==> src/rtl/nam85_disp_pkg.sv <==
// Shared types and constants for the display output stage: conversion FSM
// states, seven-segment glyphs and the double-dabble nibble correction.
package nam85_disp_pkg;

   typedef enum logic [0:0] {
      IDLE    = 1'b0,
      CONVERT = 1'b1
   } conv_state_e;

   localparam int unsigned NUM_DIGITS = 3;
   localparam int unsigned NUM_SHIFTS = 8;

   localparam logic [6:0] SEG_BLANK = 7'b0000000;

   // Active-high {g,f,e,d,c,b,a}; element [0] is the last entry in the list
   localparam logic [9:0][6:0] SEG_TABLE = {
      7'b1101111,
      7'b1111111,
      7'b0000111,
      7'b1111101,
      7'b1101101,
      7'b1100110,
      7'b1001111,
      7'b1011011,
      7'b0000110,
      7'b0111111
   };

   function automatic logic [6:0] seg_encode(input logic [3:0] digit);
      logic [6:0] glyph;
      if (digit <= 4'd9) begin
         glyph = SEG_TABLE[digit];
      end else begin
         glyph = SEG_BLANK;
      end
      return glyph;
   endfunction

   function automatic logic [11:0] dd_adjust(input logic [11:0] acc);
      logic [11:0] adj;
      adj = acc;
      for (int i = 0; i < 3; i++) begin
         if (acc[4*i +: 4] >= 4'd5) begin
            adj[4*i +: 4] = acc[4*i +: 4] + 4'd3;
         end else begin
            adj[4*i +: 4] = acc[4*i +: 4];
         end
      end
      return adj;
   endfunction

endpackage

==> src/rtl/bin2bcd_seq.sv <==
// Sequential 8-bit binary to 3-digit BCD converter (double dabble, one shift
// per cycle) with a one-deep, newest-wins pending request register.
module bin2bcd_seq
   import nam85_disp_pkg::*;
(
   input  logic        clk,
   input  logic        rst,
   input  logic        start,
   input  logic [7:0]  din,
   output logic        busy,
   output logic        done,
   output logic [11:0] bcd,
   output logic [7:0]  bin
);

   conv_state_e state_q, state_d;
   logic [7:0]  sreg_q, sreg_d;
   logic [11:0] acc_q, acc_d;
   logic [2:0]  cnt_q, cnt_d;
   logic [7:0]  src_q, src_d;
   logic        pend_q, pend_d;
   logic [7:0]  pend_val_q, pend_val_d;
   logic [11:0] bcd_q, bcd_d;
   logic [7:0]  bin_q, bin_d;
   logic        done_q, done_d;
   logic [19:0] shift_s;
   logic [7:0]  next_src_s;

   // State and datapath registers
   always_ff @(posedge clk or posedge rst) begin
      if (rst) begin
         state_q    <= IDLE;
         sreg_q     <= 8'd0;
         acc_q      <= 12'd0;
         cnt_q      <= 3'd0;
         src_q      <= 8'd0;
         pend_q     <= 1'b0;
         pend_val_q <= 8'd0;
         bcd_q      <= 12'd0;
         bin_q      <= 8'd0;
         done_q     <= 1'b0;
      end else begin
         state_q    <= state_d;
         sreg_q     <= sreg_d;
         acc_q      <= acc_d;
         cnt_q      <= cnt_d;
         src_q      <= src_d;
         pend_q     <= pend_d;
         pend_val_q <= pend_val_d;
         bcd_q      <= bcd_d;
         bin_q      <= bin_d;
         done_q     <= done_d;
      end
   end

   // Next-state logic: load, shift/adjust, completion and pending chaining
   always_comb begin
      state_d    = state_q;
      sreg_d     = sreg_q;
      acc_d      = acc_q;
      cnt_d      = cnt_q;
      src_d      = src_q;
      pend_d     = pend_q;
      pend_val_d = pend_val_q;
      bcd_d      = bcd_q;
      bin_d      = bin_q;
      done_d     = 1'b0;
      shift_s    = {dd_adjust(acc_q), sreg_q} << 1;
      next_src_s = start ? din : pend_val_q;

      case (state_q)
         IDLE: begin
            if (start) begin
               sreg_d  = din;
               src_d   = din;
               acc_d   = 12'd0;
               cnt_d   = 3'd0;
               state_d = CONVERT;
            end else begin
               state_d = IDLE;
            end
         end
         CONVERT: begin
            acc_d  = shift_s[19:8];
            sreg_d = shift_s[7:0];
            cnt_d  = cnt_q + 3'd1;
            if (cnt_q == 3'd7) begin
               bcd_d  = shift_s[19:8];
               bin_d  = src_q;
               done_d = 1'b1;
               // A strobe on the completion edge is newer than anything pending
               if (start || pend_q) begin
                  sreg_d  = next_src_s;
                  src_d   = next_src_s;
                  acc_d   = 12'd0;
                  cnt_d   = 3'd0;
                  pend_d  = 1'b0;
                  state_d = CONVERT;
               end else begin
                  state_d = IDLE;
               end
            end else if (start) begin
               pend_d     = 1'b1;
               pend_val_d = din;
            end else begin
               pend_d = pend_q;
            end
         end
         default: begin
            state_d = IDLE;
         end
      endcase
   end

   assign busy = (state_q == CONVERT);
   assign done = done_q;
   assign bcd  = bcd_q;
   assign bin  = bin_q;

endmodule

==> src/rtl/seg7_display.sv <==
// Display output stage: captures the ALU result on a display strobe, converts
// it to BCD and scans it onto a 3-digit seven-segment display with blanking.
module seg7_display
   import nam85_disp_pkg::*;
#(
   parameter int unsigned SCAN_DIV     = 4,
   parameter logic        COMMON_ANODE = 1'b0
)(
   input  logic        clk_out,
   input  logic        rst,
   input  logic        display,
   input  logic [7:0]  data_in,
   output logic        busy,
   output logic [7:0]  value,
   output logic [11:0] bcd,
   output logic [6:0]  seg,
   output logic [2:0]  an
);

   localparam int unsigned DIV_W = (SCAN_DIV > 1) ? $clog2(SCAN_DIV) : 1;
   localparam logic [DIV_W-1:0] DIV_LAST = DIV_W'(SCAN_DIV - 1);

   localparam logic [6:0] SEG_RST = COMMON_ANODE ? ~7'b0111111 : 7'b0111111;
   localparam logic [2:0] AN_RST  = COMMON_ANODE ? ~3'b001 : 3'b001;

   logic        conv_done_s;
   logic [11:0] bcd_s;
   logic [7:0]  bin_s;

   logic [DIV_W-1:0] div_q, div_d;
   logic [1:0]       idx_q, idx_d;
   logic [6:0]       seg_q, seg_d;
   logic [2:0]       an_q, an_d;
   logic [3:0]       digit_s;
   logic             blank_s;
   logic [2:0]       an_raw_s;
   logic [6:0]       seg_raw_s;

   bin2bcd_seq u_conv (
      .clk   (clk_out),
      .rst   (rst),
      .start (display),
      .din   (data_in),
      .busy  (busy),
      .done  (conv_done_s),
      .bcd   (bcd_s),
      .bin   (bin_s)
   );

   // Scan divider, digit index and registered display drive
   always_ff @(posedge clk_out or posedge rst) begin
      if (rst) begin
         div_q <= '0;
         idx_q <= 2'd0;
         seg_q <= SEG_RST;
         an_q  <= AN_RST;
      end else begin
         div_q <= div_d;
         idx_q <= idx_d;
         seg_q <= seg_d;
         an_q  <= an_d;
      end
   end

   // Digit selection, leading-zero blanking and output polarity
   always_comb begin
      div_d     = div_q;
      idx_d     = idx_q;
      digit_s   = bcd_s[3:0];
      blank_s   = 1'b0;
      an_raw_s  = 3'b001;
      seg_raw_s = SEG_BLANK;

      if (div_q == DIV_LAST) begin
         div_d = '0;
         idx_d = (idx_q == 2'd2) ? 2'd0 : idx_q + 2'd1;
      end else begin
         div_d = div_q + DIV_W'(1);
         idx_d = idx_q;
      end

      case (idx_q)
         2'd0: begin
            digit_s  = bcd_s[3:0];
            blank_s  = 1'b0;
            an_raw_s = 3'b001;
         end
         2'd1: begin
            digit_s  = bcd_s[7:4];
            blank_s  = (bcd_s[11:8] == 4'd0) && (bcd_s[7:4] == 4'd0);
            an_raw_s = 3'b010;
         end
         2'd2: begin
            digit_s  = bcd_s[11:8];
            blank_s  = (bcd_s[11:8] == 4'd0);
            an_raw_s = 3'b100;
         end
         default: begin
            digit_s  = bcd_s[3:0];
            blank_s  = 1'b0;
            an_raw_s = 3'b001;
         end
      endcase

      if (blank_s) begin
         seg_raw_s = SEG_BLANK;
      end else begin
         seg_raw_s = seg_encode(digit_s);
      end

      if (COMMON_ANODE) begin
         seg_d = ~seg_raw_s;
         an_d  = ~an_raw_s;
      end else begin
         seg_d = seg_raw_s;
         an_d  = an_raw_s;
      end
   end

   assign value = bin_s;
   assign bcd   = bcd_s;
   assign seg   = seg_q;
   assign an    = an_q;

endmodule
==> config.mk <==
export PLATFORM = sky130hd
export DESIGN_NAME = seg7_display
export DESIGN_NICKNAME = d
export VERILOG_FILES = /design/src/rtl/nam85_disp_pkg.sv /design/src/rtl/bin2bcd_seq.sv /design/src/rtl/seg7_display.sv
export SDC_FILE = /design/constraint.sdc
export NUM_CORES = 1
export LEC_CHECK = 0
export BUFFER_PORTS_ARGS = -buffer_cell sky130_fd_sc_hd__clkbuf_2
export CAP_MARGIN = 20
export CORE_ASPECT_RATIO = 1.4
export CORE_MARGIN = 5
export CORE_UTILIZATION = 52
export DETAILED_ROUTE_END_ITERATION = 12
export PLACE_DENSITY = 0.85
export SYNTH_ARGS = -nofsm -noshare
export SYNTH_HDL_FRONTEND = slang
export SYNTH_HIERARCHICAL = 1
export SYNTH_SLANG_ARGS = --single-unit
==> constraint.sdc <==
create_clock -name clk_out -period 1.95 [get_ports clk_out]
set_input_delay 0.4875 -clock clk_out [delete_from_list [all_inputs] [get_ports clk_out]]
set_output_delay 0.4875 -clock clk_out [all_outputs]
set_load 0.02 [all_outputs]
==> Word-level counts from Yosys, hierarchy flattened <==
Memory sizes are Yosys's and may differ from the RTL's.
Index checks and enable logic that the tools add are counted.
{ "word_totals": {"output_inout_bits": 31, "wordCells": 78, "inputBits": 11, "reg_bits": 75, "mem_bits_ro": 112, "mem_count": 1} }
{ "op_classes": {"mux": 34, "n_reduce_logical": 9, "bitwise": 2, "magnitude_cmp": 5, "add_sub_neg": 6, "eq_ne": 8} }
{ "mem_list": {"columns": ["name", "depth", "word_bits", "read_ports", "rd_ports_with_merged_regs", "wr", "line_no", "text"], "rows": [
  ["(no name shown)", 16, 7, 1, 0, 0, "nam85_disp_pkg.sv:32", "glyph = SEG_TABLE[digit];"]
]} }
{ "op_table": {"columns": ["op", "count"], "rows": [
  ["8-bit two-way mux", 6],
  ["12-bit two-way mux", 3],
  ["8-bit one-hot mux with 2 select lines", 2],
  ["12-bit one-hot mux with 2 select lines", 1],
  ["7-bit two-way mux", 3],
  ["4-bit by 3-bit greater-or-equal comparator with 1-bit output, second input constant", 3],
  ["3-bit two-way mux", 4],
  ["3-bit one-hot mux with 2 select lines", 2],
  ["4-bit by 2-bit adder with 4-bit output, second input constant", 2],
  ["4-bit zero test", 2],
  ["4-bit two-way mux", 2],
  ["2-bit != test, second input constant", 4],
  ["4-bit one-hot mux with 2 select lines", 1],
  ["1-bit two-way mux", 6],
  ["3-bit AND reduction", 2],
  ["4-bit by 5-bit less-than comparator with 1-bit output, second input constant", 1],
  ["2-bit by 1-bit adder with 2-bit output, second input constant", 2],
  ["2-bit equality test, second input constant", 2],
  ["4-bit <= comparator, second input constant", 1],
  ["2-bit two-way mux", 2],
  ["1-bit one-hot mux with 2 select lines", 2],
  ["2-bit AND reduction", 2],
  ["3-bit by 1-bit adder with 3-bit output, second input constant", 1],
  ["3-bit by 2-bit adder with 3-bit output, second input constant", 1],
  ["other kinds (6)", 7]
]} }

==> Depth between registers and ports, before layout <==
{ "depth": {"word_depth": 6, "mapped_depth": 10, "depth_no_buf": 9} }

==> By module <==
Netlist, hierarchy kept.
{ "by_module_without_submodules": {"columns": ["module", "cells_each", "area_per_inst_um2", "n_inst", "seq_area_each_um2"], "rows": [
  ["bin2bcd_seq", 254, 2745.1, 1, 1551.5],
  ["seg7_display", 72, 814.5, 1, 359.1]
]} }

==> Least setup slack after synthesis <==
OpenSTA, ideal clock, no wires.
{ "synth_timing": {"path_type": "register -> register", "from": "register idx_q[0]", "to": "register seg_q[0], in the netlist seg[0]", "n_path_buf": 1, "stages_incl_launch_ff": 11, "t_arrival_ns": 1.729, "setup_time_ns": 0.097, "slack_ns": 0.125, "synth_period_minus_slack_ns": 1.825, "required_ns": 1.853, "cell_sequence": "dfrtp_1 > inv_1 > ha_1 > buf_4 > nor2_1 > a21o_1 > inv_1 > ha_1 > inv_1 > nor3_1 > nor4_1"} }
{ "synth_between": {"elab_chain_len": 6, "elab_cells_between_ends": 9, "classes_between": "1 x order compare; 2 x eq/ne; 5 x mux; 1 x memory"} }
{ "synth_rtl": {"columns": ["item", "line_no", "text"], "rows": [
  ["start, declared", "seg7_display.sv:31", "logic [1:0] idx_q, idx_d;"],
  ["start signal, assigned", "seg7_display.sv:59", "idx_q <= idx_d;"],
  ["2-bit equality test or 2-bit by 1-bit equality test with 1-bit output (tied branches)", "seg7_display.sv:82", "case (idx_q)"],
  ["4-bit one-hot mux with 2 select lines", "seg7_display.sv:82", null],
  ["memory 16 x 7 bit", null, null],
  ["7-bit two-way mux (implied by the code)", "nam85_disp_pkg.sv:32", null],
  ["7-bit two-way mux", "nam85_disp_pkg.sv:31", "if (digit <= 4'd9) begin"],
  ["7-bit two-way mux *", "seg7_display.sv:105", "if (blank_s) begin"],
  ["named net seg_d[0]", "seg7_display.sv:32", "logic [6:0] seg_q, seg_d;"],
  ["end signal, assigned", "seg7_display.sv:60", "seg_q <= seg_d;"],
  ["end, declared", "seg7_display.sv:32", null]
]} }
Mark *: on every way through the listed nets, which the timed path passes. The rest lies on a longest branch. The select of a mux whose other input is x is not followed.
A chain may end at the register's enable or synchronous reset.

==> Worst setup path after layout <==
{ "layout_timing": {"from": "register idx_q[1]", "to": "register seg_q[6], in the netlist seg[6]"} }
The elaborated chain is that of the path after synthesis.

==> out/metrics.yaml <==
outcome:
  status: "complete, no violations"
routing:
  vias_per_cell: 5.49
  route.detailed.drc: 0
  wl_per_cell_um: 15.8
  first_pass_iters: 4
  num_vias: 2620
  drt_wl_total_um: 7550
  drt-initial-drc-count: 151
  drtAntennaViolNets: 0
sta:
  fmax_mhz: 527
  maxSlewViolCount: 0
  relSlewSlack_pct: 65.1
  setup_viol: 0
  finClkSkew_ps: 11.1
  tns_ps: 0
  hold_violations: 0
  fin_crit_sh_pct: 97.4
  min_period_ps: 1900
  tightest_slew_ps: 524
  setup_ws_ps: 51.0
die:
  die-area_mm2: 0.00857
  die_h_um: 108
  io_pins: 42
  initial_core_util_pct: 53.5
  rows: 35
  dieWidth_um: 79.7
  core_region_area_mm2: 0.00661
global_routing:
  antenna_found_initial: 0
  grt_overflow: 0
  grt_max_degree: 44
  grtUsageTotal_pct: 19.1
  grt_first_pass_wirelength_um: 12900
  grt_pass1_vias: 2726
setup_path:
  cp.required_ps: 2160
  reg2reg_from: "idx_q[1]"
  timing.rr.end: "seg[6]"
  worstPathMaxFanout: 5
  reg2reg_setup_slack_ps: 50
  cp-end-kind: "flop"
  reg2reg_depth: 7
  worstSetupPathType: "flop to flop"
  worstPathArrival_ps: 2110
  worst_setup_path_start_kind: "flop"
layout:
  final_util_pct: 63.5
  drive_above_1_share_pct: 33.8
  layout_common_cells: "dfrtp_1 (68), clkbuf_2 (41), nor2_1 (29)"
  diodes: 0
  nFillCells: 506
  nets: 408
  areaGrowthSynthToFinish_pct: 18.7
  final_common_cell: "dfrtp_1"
cts:
  cts_max_level: 3
  clkTransAtPathRegs_ps: 80
  cts_tree: "done"
  worstSkewPairLatency_ps: 340
  clock-sinks: 75
  cts_made_buffers: 9
  root_buffer: "clkbuf_8"
  clock_path_buffers: 2
  cts-hold-fix-buffers: 0
pwr:
  power_density_mw_per_mm2: 1700
  power_mw: 7.11
  power_leakage_nw: 1.89
  max-vdd-ir-drop_mv: 0.897
synthesis:
  synth_fp_nets: 353
  syn_inst: 325
  netlist_area_mm2: 0.00353
  yosysWarnings: 6
  syn_avg_cell_area_um2: 10.9
placement:
  numPortBuffers: 41
  gp_congestion: 0.927
  pre_cts_ws_ps: -64.3
  dp_hpwl_um: 5370
min_path:
  hold_class: "input port to async pin"
flow_run:
  maxCapViolations: 0
==> area by class of cell <==
cell class / count / area, µm² / share of cell area (%)
inverter: 18 / 73.8 / 1.76
tap: 92 / 115 / 2.74
multi-input combinational: 220 / 1580 / 37.5
sequential: 75 / 1890 / 44.9
timing repair buffer: 56 / 330 / 7.87
clock inverter: 7 / 92.6 / 2.21
clock buffer: 9 / 124 / 2.95
==> report_power, final <==
group          switching, mW  internal (mW)
sequential             0.474           2.26
clock                  0.568          0.718
combinational           1.77           1.33
==> how the worst max path moves through the flow <==
stage | from | endpoint | slack [ps] | cells past startpoint
floorplan | idx_q[0] | seg[0] | 120 | 10
CTS | idx_q[0] | seg[0] | 5 | 9
detailed placement | idx_q[0] | seg[3] | -60 | 9
global placement | idx_q[0] | seg[3] | 100 | 9
global route | idx_q[0] | seg[3] | -30 | 9
finish | idx_q[1] | seg[6] | 50 | 7
==> stage by stage <==
| step | std cells | cell area, µm² | hold slack (ps) |
|---|---|---|---|
| 2_1_floorplan | 325 | 3540 | 372 |
| 3_3_place_gp | 458 | 3900 | 414 |
| 3_5_place_dp | 458 | 3900 | 425 |
| 4_1_cts | 474 | 4130 | 149 |
| 5_1_grt | 477 | 4200 | 161 |
| 6_report | 477 | 4200 | 156 |
==> worst max-delay path: stages (launching register included) <==
cell and delay [ps]:
dfrtp_1 410, inv_1 170, ha_2 270, a22oi_1 80, a21o_1 220, buf_4 150
nor4_2 370, nor4_1 100
==> routing by layer <==
metal	GRT usage, %	vias up	wire, µm
met1	23.3	1284	3040
met2	32.9	73	4090
li1	-	1255	-
met4	6.63	0	60
met5	0	-	0
met3	4.52	8	349
==> sequential cells by signal, indices dropped and copies added (netlist names) <==
signal             flops
u_conv/acc_q          12
u_conv/bcd            12
u_conv/bin             8
u_conv/pend_val_q      8
u_conv/src_q           8
u_conv/sreg_q          8
seg                    7
an                     3
u_conv/cnt_q           3
div_q                  2
idx_q                  2
u_conv/busy            1
u_conv/pend_q          1
==> what timing repair did <==
action	in CTS	in global routing
buffers inserted	0	3
gates resized for setup	3	10
setup endpoints to repair	4	7
pin swaps	1	4
No activity file was read; power rests on OpenSTA's default activity.
